[config.mk]
export PLATFORM = sky130hd
export DESIGN_NAME = muldiv_hilo
export DESIGN_NICKNAME = d
export VERILOG_FILES = /design/src/rtl/muldiv_pkg.sv /design/src/rtl/muldiv_negate.sv /design/src/rtl/muldiv_hilo.sv
export SDC_FILE = /design/constraint.sdc
export NUM_CORES = 1
export LEC_CHECK = 0
export CORE_MARGIN = 4
export CORE_UTILIZATION = 60
export DETAILED_ROUTE_END_ITERATION = 8
export PLACE_DENSITY = 0.81
export SYNTH_ARGS = -nofsm -noshare
export SYNTH_HDL_FRONTEND = slang
export SYNTH_SLANG_ARGS = --single-unit
[constraint.sdc]
create_clock -name clk -period 10.1 [get_ports clk]
set_input_delay 3.03 -clock clk [delete_from_list [all_inputs] [get_ports clk]]
set_output_delay 3.03 -clock clk [all_outputs]
set_load 0.02 [all_outputs]
[src/rtl/muldiv_pkg.sv]
// rtl/muldiv_pkg.sv - op encoding, state enum and op-class helpers for muldiv_hilo
package muldiv_pkg;

  localparam logic [2:0] OP_MULT  = 3'd0;
  localparam logic [2:0] OP_MULTU = 3'd1;
  localparam logic [2:0] OP_DIV   = 3'd2;
  localparam logic [2:0] OP_DIVU  = 3'd3;
  localparam logic [2:0] OP_MTHI  = 3'd4;
  localparam logic [2:0] OP_MTLO  = 3'd5;

  typedef enum logic [1:0] {
    IDLE  = 2'd0,
    ITER  = 2'd1,
    FIXUP = 2'd2
  } state_e;

  function automatic logic is_iter_op(input logic [2:0] op);
    return (op == OP_MULT) || (op == OP_MULTU) || (op == OP_DIV) || (op == OP_DIVU);
  endfunction

  function automatic logic is_div_op(input logic [2:0] op);
    return (op == OP_DIV) || (op == OP_DIVU);
  endfunction

  function automatic logic is_signed_op(input logic [2:0] op);
    return (op == OP_MULT) || (op == OP_DIV);
  endfunction

endpackage

[src/rtl/muldiv_negate.sv]
// rtl/muldiv_negate.sv - combinational conditional two's-complement negate
module muldiv_negate #(
  parameter int W = 32
) (
  input  logic         en,
  input  logic [W-1:0] din,
  output logic [W-1:0] dout
);

  assign dout = en ? (~din + W'(1)) : din;

endmodule

[src/rtl/muldiv_hilo.sv]
// rtl/muldiv_hilo.sv - iterative radix-2 mul/div unit owning the HI/LO register pair
module muldiv_hilo
  import muldiv_pkg::*;
#(
  parameter int WIDTH = 32
) (
  input  logic             clk,
  input  logic             rst,
  input  logic             start,
  input  logic [2:0]       op,
  input  logic [WIDTH-1:0] a,
  input  logic [WIDTH-1:0] b,
  input  logic             flush,
  output logic             busy,
  output logic             done,
  output logic             div_by_zero,
  output logic [WIDTH-1:0] hi,
  output logic [WIDTH-1:0] lo
);

  localparam int CNT_W = $clog2(WIDTH) + 1;
  localparam logic [CNT_W-1:0] LAST_STEP = CNT_W'(WIDTH - 1);

  state_e state, state_nxt;

  logic [CNT_W-1:0]   cnt;
  logic               is_div;
  logic               q_neg;
  logic               r_neg;
  logic [WIDTH-1:0]   a_raw;
  logic [WIDTH-1:0]   opnd;
  logic [2*WIDTH-1:0] acc;
  logic [WIDTH-1:0]   rem;

  logic               a_neg, b_neg;
  logic [WIDTH-1:0]   a_mag, b_mag;
  logic               accept_iter, accept_mt;
  logic [WIDTH-1:0]   addend;
  logic [WIDTH:0]     sum;
  logic [WIDTH:0]     shifted;
  logic [WIDTH:0]     diff;
  logic [2*WIDTH-1:0] prod_fix;
  logic [WIDTH-1:0]   quo_fix;
  logic [WIDTH-1:0]   rem_fix;

  assign a_neg = is_signed_op(op) && a[WIDTH-1];
  assign b_neg = is_signed_op(op) && b[WIDTH-1];

  // A same-cycle flush always beats a start, including MTHI/MTLO.
  assign accept_iter = start && !flush && (state == IDLE) && is_iter_op(op);
  assign accept_mt   = start && !flush && (state == IDLE) && ((op == OP_MTHI) || (op == OP_MTLO));

  muldiv_negate #(.W(WIDTH)) u_neg_a (.en(a_neg), .din(a), .dout(a_mag));
  muldiv_negate #(.W(WIDTH)) u_neg_b (.en(b_neg), .din(b), .dout(b_mag));

  muldiv_negate #(.W(2*WIDTH)) u_neg_prod (.en(q_neg), .din(acc), .dout(prod_fix));
  muldiv_negate #(.W(WIDTH)) u_neg_quo (.en(q_neg), .din(acc[WIDTH-1:0]), .dout(quo_fix));
  muldiv_negate #(.W(WIDTH)) u_neg_rem (.en(r_neg), .din(rem), .dout(rem_fix));

  always_ff @(posedge clk or negedge rst) begin
    if (!rst) begin
      state <= IDLE;
    end else begin
      state <= state_nxt;
    end
  end

  always_comb begin
    state_nxt = state;
    case (state)
      IDLE:    if (accept_iter) state_nxt = ITER;
      ITER:    if (flush) state_nxt = IDLE;
               else if (cnt == LAST_STEP) state_nxt = FIXUP;
      FIXUP:   state_nxt = IDLE;
      default: state_nxt = IDLE;
    endcase
  end

  always_comb begin
    busy = (state != IDLE);
  end

  // One radix-2 step: multiply adds into the upper half then shifts right;
  // divide shifts the next dividend bit into the remainder and trial-subtracts.
  always_comb begin
    addend  = acc[0] ? opnd : '0;
    sum     = {1'b0, acc[2*WIDTH-1:WIDTH]} + {1'b0, addend};
    shifted = {rem, acc[WIDTH-1]};
    diff    = shifted - {1'b0, opnd};
  end

  always_ff @(posedge clk or negedge rst) begin
    if (!rst) begin
      cnt    <= '0;
      is_div <= 1'b0;
      q_neg  <= 1'b0;
      r_neg  <= 1'b0;
      a_raw  <= '0;
      opnd   <= '0;
      acc    <= '0;
      rem    <= '0;
    end else if (accept_iter) begin
      cnt    <= '0;
      is_div <= is_div_op(op);
      q_neg  <= a_neg ^ b_neg;
      r_neg  <= a_neg;
      a_raw  <= a;
      rem    <= '0;
      if (is_div_op(op)) begin
        acc  <= {{WIDTH{1'b0}}, a_mag};
        opnd <= b_mag;
      end else begin
        acc  <= {{WIDTH{1'b0}}, b_mag};
        opnd <= a_mag;
      end
    end else if (state == ITER) begin
      cnt <= cnt + CNT_W'(1);
      if (is_div) begin
        if (!diff[WIDTH]) begin
          rem            <= diff[WIDTH-1:0];
          acc[WIDTH-1:0] <= {acc[WIDTH-2:0], 1'b1};
        end else begin
          rem            <= shifted[WIDTH-1:0];
          acc[WIDTH-1:0] <= {acc[WIDTH-2:0], 1'b0};
        end
      end else begin
        acc <= {sum, acc[WIDTH-1:1]};
      end
    end
  end

  always_ff @(posedge clk or negedge rst) begin
    if (!rst) begin
      div_by_zero <= 1'b0;
    end else if (accept_iter || accept_mt) begin
      div_by_zero <= is_div_op(op) && (b == '0);
    end
  end

  // MIN / -1 needs no special case: the magnitude quotient is already MIN
  // and the quotient sign is positive, so it passes through unnegated.
  always_ff @(posedge clk or negedge rst) begin
    if (!rst) begin
      hi <= '0;
      lo <= '0;
    end else if (accept_mt) begin
      if (op == OP_MTHI) hi <= a;
      else               lo <= a;
    end else if ((state == FIXUP) && !flush) begin
      if (!is_div) begin
        hi <= prod_fix[2*WIDTH-1:WIDTH];
        lo <= prod_fix[WIDTH-1:0];
      end else if (div_by_zero) begin
        hi <= a_raw;
        lo <= '1;
      end else begin
        hi <= rem_fix;
        lo <= quo_fix;
      end
    end
  end

  always_ff @(posedge clk or negedge rst) begin
    if (!rst) begin
      done <= 1'b0;
    end else begin
      done <= (state == FIXUP) && !flush;
    end
  end

endmodule

Word-level counts from Yosys, hierarchy flattened --
Index checks and enable logic that the tools add are counted.
Storage, ports and cells: bits in registers 237, input bits 71, word-level logic and storage cells 102
Operators by class: add/subtract/negate cells 8, eq/ne operators 13, muxes and demuxes 33, bitwise gates (word level) 6, reduce and logical (&&, ||, !) cells 28
Operators by type and width (number):
- 32-bit 2-to-1 mux | 23
- 64-bit 2-to-1 mux | 3
- 32-bit by 1-bit adder with 32-bit output (second input constant) | 4
- 32-bit inverter | 4
- 64-bit by 1-bit adder with 64-bit output (second input constant) | 1
- 64-bit inverter | 1
- 32-bit by 32-bit adder with 33-bit output | 1
- 33-bit by 32-bit subtractor with 33-bit output | 1
- 32-bit logical NOT | 1
- 6-bit 2-to-1 mux | 2
- 2-bit AND reduction | 5
- 1-bit logical AND | 8
- 2-bit nonzero test | 4
- 1-bit logical OR | 7
- 6-bit by 1-bit adder with 6-bit output (second input constant) | 1
- 3-bit by 2-bit == test with 1-bit output (second input constant) | 2
- 3-bit == test (second input constant) | 2
- 6-bit by 5-bit == test with 1-bit output (second input constant) | 1
- 2-bit 2-to-1 mux | 3
- 2-bit by 1-bit inequality test with 1-bit output (second input constant) | 2
- 2-bit inequality test (second input constant) | 2
- 2-bit case mux with 2 select lines | 1
- 3-bit by 1-bit == test with 1-bit output (second input constant) | 1
- 3-bit logical NOT | 1
- other kinds (7) | 7

Logic depth before layout (Yosys ltp) --
depth after elaboration 7, gate-level depth with buffers 15

Hierarchy --
A second synthesis with hierarchy kept.
Unflattened totals: cell total of the unflattened synthesis 2353, area, all modules 19994.2 µm²
By module, submodules not included:
- muldiv_hilo | instances 1, cells an instance 1751, area an instance 15237.1 µm², seq. area each 5930.7 µm²
- muldiv_negate (u_neg_a ...) | instances 4, cells an instance 99, area an instance 777.0 µm², seq. area each 0.0 µm²
- muldiv_negate (u_neg_prod) | instances 1, cells an instance 206, area an instance 1649.1 µm², seq. area each 0.0 µm²

Least setup slack after synthesis --
OpenSTA, ideal clock, no wires.
kind input-to-reg, start point in b[1], end point reg acc[28], arrival 5.195 ns, required time 9.981 ns, setup slack 4.786 ns, stages on the path 10, path buffers 0, path through inv_1 -> ha_1 -> or4b_2 -> nor4_4 -> nand2_1 -> nor4_4 -> a31oi_1 -> xnor2_1 -> mux2i_1 -> o21a_1
Between the ends: longest elaborated chain between the ends 5
RTL lines:
- start, declared | RTL line muldiv_hilo.sv:12 | input logic [WIDTH-1:0] b,
- 32-bit inverter | RTL line muldiv_negate.sv:10 | assign dout = en ? (~din + W'(1)) : din;
- 32-bit by 1-bit adder with 32-bit output | RTL line muldiv_negate.sv:10
- 32-bit 2-to-1 mux | RTL line muldiv_negate.sv:10
- 32-bit 2-to-1 mux | RTL line muldiv_hilo.sv:109 | if (is_div_op(op)) begin
- 64-bit 2-to-1 mux | RTL line muldiv_hilo.sv:102 | end else if (accept_iter) begin
- end signal, assigned | RTL line muldiv_hilo.sv:110 | acc <= {{WIDTH{1'b0}}, a_mag};
- end signal, assigned | RTL line muldiv_hilo.sv:113 | acc <= {{WIDTH{1'b0}}, b_mag};
- end signal, assigned by index | RTL line muldiv_hilo.sv:121 | acc[WIDTH-1:0] <= {acc[WIDTH-2:0], 1'b1};
- end, declared | RTL line muldiv_hilo.sv:32 | logic [2*WIDTH-1:0] acc;
No other way between the ends. A chain may end at the register's enable or synchronous reset.

Final worst setup path --
start point in flush, end point reg hi[29]
Between the ends: longest elaborated chain between the ends 6
RTL lines:
- start, declared | RTL line muldiv_hilo.sv:13 | input logic flush,
- 1-bit logical NOT (*) | RTL line muldiv_hilo.sv:51, muldiv_hilo.sv:149
- 1-bit logical AND (3 in series) | RTL line muldiv_hilo.sv:51 | assign accept_mt = start && !flush && (state == IDLE) && ((op == OP_MTHI) || (op == OP_MTLO));
- 2-bit by 1-bit inequality test with 1-bit output (no source line) / 2-bit nonzero test (equally long branches)
- 2-bit AND reduction (no source line)
- end signal, assigned | RTL line muldiv_hilo.sv:151 | hi <= prod_fix[2*WIDTH-1:WIDTH];
- end signal, assigned | RTL line muldiv_hilo.sv:154 | hi <= a_raw;
- end signal, assigned | RTL line muldiv_hilo.sv:157 | hi <= rem_fix;
- end, declared | RTL line muldiv_hilo.sv:17 | output logic [WIDTH-1:0] hi,
Every way passes the cells marked *; elsewhere a longest branch is shown, timed or not.

==> summary.md <==
| Metric | Value |
|---|---|
| Setup Skew | 17.8 ps |
| Setup CP Type | in -> reg |
| Share of cells above drive strength 1 | 4.71% |
| CTS Sinks | 237 |
| Post-synth top area share | 32.3% |
| Final hold violation count | 0 |
| Hold Buf Count CTS | 0 |
| Starting Density | 61.3% |
| Cell variety after synth | 83 |
| Synth async-reset ratio | 100% |
| Final ANT Viol Nets | 0 |
| Reg power frac | 28.6% |
| Sw frac | 46.6% |
| Initial antenna violation count | 0 |
| Antenna Cells | 0 |
| Area contributors post-synth | dfrtp_1, o21ai_0, nand2_1, xor2_1, ha_1 |
| Worst path arrival time | 6950 ps |
| Hold_sp | a_raw[20] |
| CP max-delay cell | nand2_1 |
| Hold WS | 477 ps |
| RR Startpoint | state[1] |
| Clk pwr share | 18.0% |
| DPL Wire Length | 47800 µm |
| Die Wd | 183 µm |
| Status | complete, no violations |
| Crit path launch type | input port |
| CTS tree | done |
| YS warnings | 0 |
| Cts bufs inserted | 28 |
| Seq/Total Area, Yosys | 32.3% |
| Switching pwr | 0.00289 W |
| Total Routing Usage GR | 37.5% |
| I/O pin count | 138 |
| Fillers | 2493 |
| WL/cell | 23.4 µm |
| CP Max Fanout | 27 |
| Row count | 63 |
| Synthesized net count | 2448 |
| Vias | 18400 |
| Post-synth top cells | nand2_1, o21ai_0, dfrtp_1 |
| Postcts setup bufs | 0 |
| Pwr Density | 298 nW/µm² |
| Mapped Area | 18400 µm² |
| Number of global-route vias before repair | 16800 |
| Comb pwr share | 53.4% |
| CTS HTree Levels | 1 |
| Reg area | 5930 µm² |
| Setup crit start | flush |
| Global-route wire length before repair | 99200 µm |
| CP endpoint kind | flop |
| Crit path largest cell delay | 810 ps |
| Minimum clock period | 6450 ps |
| Placer Congestion | 0.992 |
| Worst-path cell chain | clkdlybuf4s50_1, nor3b_1, and3_1, nand2b_1, nand2_1, o221ai_1, a221oi_1, a21o_1 |
| Core area | 30000 µm² |
| Via density | 6.70 |
| Post-cts sizing count | 0 |
| EDFF count, synth | 0 |
| Latest clock arrival within the worst-skew pair | 560 ps |
| Area delta synth->final | 13.0% |
| Gr ovfl total | 0 |
| Clk buf depth | 3 |
| Max Clk Rate | 155 MHz |
| Clock transition at path regs | 60 ps |
| WL final | 64300 µm |
| HP Class | reg -> reg |
| Endpoints failing setup | 0 |
| WP data required | 10600 ps |
| Die area | 33500 µm² |
| Flops & latches, synth | 237 |
| Syn Inst Count | 2306 |
| Fin crit share | 63.9% |
| Slew @ Worst Pin | 1160 ps |
| Top-count cell post-synth | nand2_1 |
| Max Cap Violations | 0 |
| Router iterations before antenna repair | 6 |
| Main synth FF type | dfrtp_1 |
| DRC | 0 |
| Internal power | 0.00331 W |
| Peak VDD IR | 0.263 mV |
| Max Slew Vio Count | 0 |
| Iter 0 DRT Violations | 2440 |
| Layout Nets | 2477 |
| Number of port buffers | 137 |
| RSZ-0062 raised after global routing | false |
| Fin Setup TNS | 0 ps |
| Area of the multi-input gates | 11600 µm² |
| Largest net degree at the start of global routing | 134 |
| Mean Syn Cell Area | 7.97 µm² |
| Slew margin rel. | 22.2% |
| Die Ht | 183 µm |
| Clock Tree Root | clkbuf_16 |
| Largest area contributor in the netlist | dfrtp_1 |
| Pleak | 8.67 nW |
worst paths after layout:
| check | end | slack (ps) | cells after the start |
|---|---|---|---|
| setup / recovery | hi[29] | 3650 | 8 |
| hold / removal | a_raw[20] | 480 | 2 |
| setup reg to reg | hi[29] | 5870 | 8 |
| hold reg to reg | a_raw[20] | 480 | 2 |
| max in group asynchronous | rem[14] | 6380 | 2 |
| min in group asynchronous | lo[9] | 2490 | 1 |
cells in the final DEF, fill, tap and decap left out, types with 7 or more instances in the layout:
cell type | Yosys | layout
dfrtp_1 | 237 | 235
nor3b_1 | 10 | 10
nor2b_1 | 13 | 11
a21oi_1 | 153 | 152
nor3_1 | 25 | 25
nand3_1 | 97 | 96
and2_1 | 7 | 7
a221oi_1 | 9 | 9
xor2_1 | 105 | 105
inv_1 | 67 | 67
clkbuf_16 | 0 | 29
a21o_1 | 31 | 31
o41ai_1 | 17 | 17
clkdlybuf4s50_1 | 0 | 135
o22ai_1 | 31 | 31
nor4_1 | 14 | 14
nand2b_1 | 24 | 22
o21a_1 | 8 | 8
nand2_1 | 333 | 333
buf_4 | 2 | 15
nor2_1 | 167 | 167
and3_1 | 15 | 15
xnor2_1 | 91 | 90
a22oi_1 | 7 | 7
o211ai_1 | 51 | 51
ha_1 | 69 | 69
o31ai_1 | 39 | 39
or3_1 | 17 | 17
mux2i_1 | 74 | 74
o221ai_1 | 17 | 17
a31oi_1 | 13 | 13
a211oi_1 | 14 | 14
o21ai_0 | 259 | 259
or4_1 | 16 | 16
nand4_1 | 18 | 18
o21ai_1 | 7 | 7
state kept, by name, summed over array words and instances (netlist names), 2 cells and up:
| signal | count |
|---|---|
| acc | 64 |
| a_raw | 32 |
| hi | 32 |
| lo | 32 |
| opnd | 32 |
| rem | 32 |
| cnt | 6 |
| state | 2 |
cell families after synthesis:
family	after synthesis	synth area share, %
compound gates	713	24.0
simple gates	792	20.4
flops	237	32.3
xor+xnor	196	9.35
fa+ha+maj	71	4.92
mux	75	4.09
buf+inv	222	4.98
worst max-delay path, delay by kind of cell:
kind / cells / cell delay [ps]
simple gates: 4 / 2790
compound gates: 3 / 680
buf+inv: 1 / 450
power groups by stage:
stage	clock [W]	sequential [W]	combinational, W
2_1_floorplan	0	0.00167	0.00227
3_3_place_gp	0	0.00174	0.00314
3_5_place_dp	0	0.00176	0.00321
4_1_cts	0.00112	0.00175	0.00324
5_1_grt	0.00115	0.00181	0.00360
6_report	0.00112	0.00177	0.00331
layer usage:
metal  part of all wire, %  GRT usage [%]
met5                     0              0
met4                   4.1           12.6
met3                    13           8.03
met2                    41           53.2
met1                    43           57.0
through the flow:
| step | utilization (%) | cells | area, µm² | setup WS [ps] | power, W |
|---|---|---|---|---|---|
| final | 69.3 | 2746 | 20800 | 3650 | 0.00620 |
| after global routing | 69.3 | 2746 | 20800 | 3310 | 0.00657 |
| after CTS | 69.3 | 2746 | 20800 | 3770 | 0.00610 |
| after detailed placement | 65.9 | 2695 | 19700 | 3230 | 0.00497 |
| after global placement | 65.9 | 2695 | 19700 | 3360 | 0.00488 |
| after floorplan | - | 2306 | 18400 | 4790 | 0.00394 |
cell type report:
type | count | share of cell area, %
clock buffer | 39 | 3.97
clock inverter | 12 | 0.928
inverter | 68 | 1.23
multi-input combinational | 1847 | 55.7
sequential | 237 | 28.6
tap | 390 | 2.35
timing repair buffer | 153 | 7.24
Note: power is estimated with default switching activity, not from simulation.
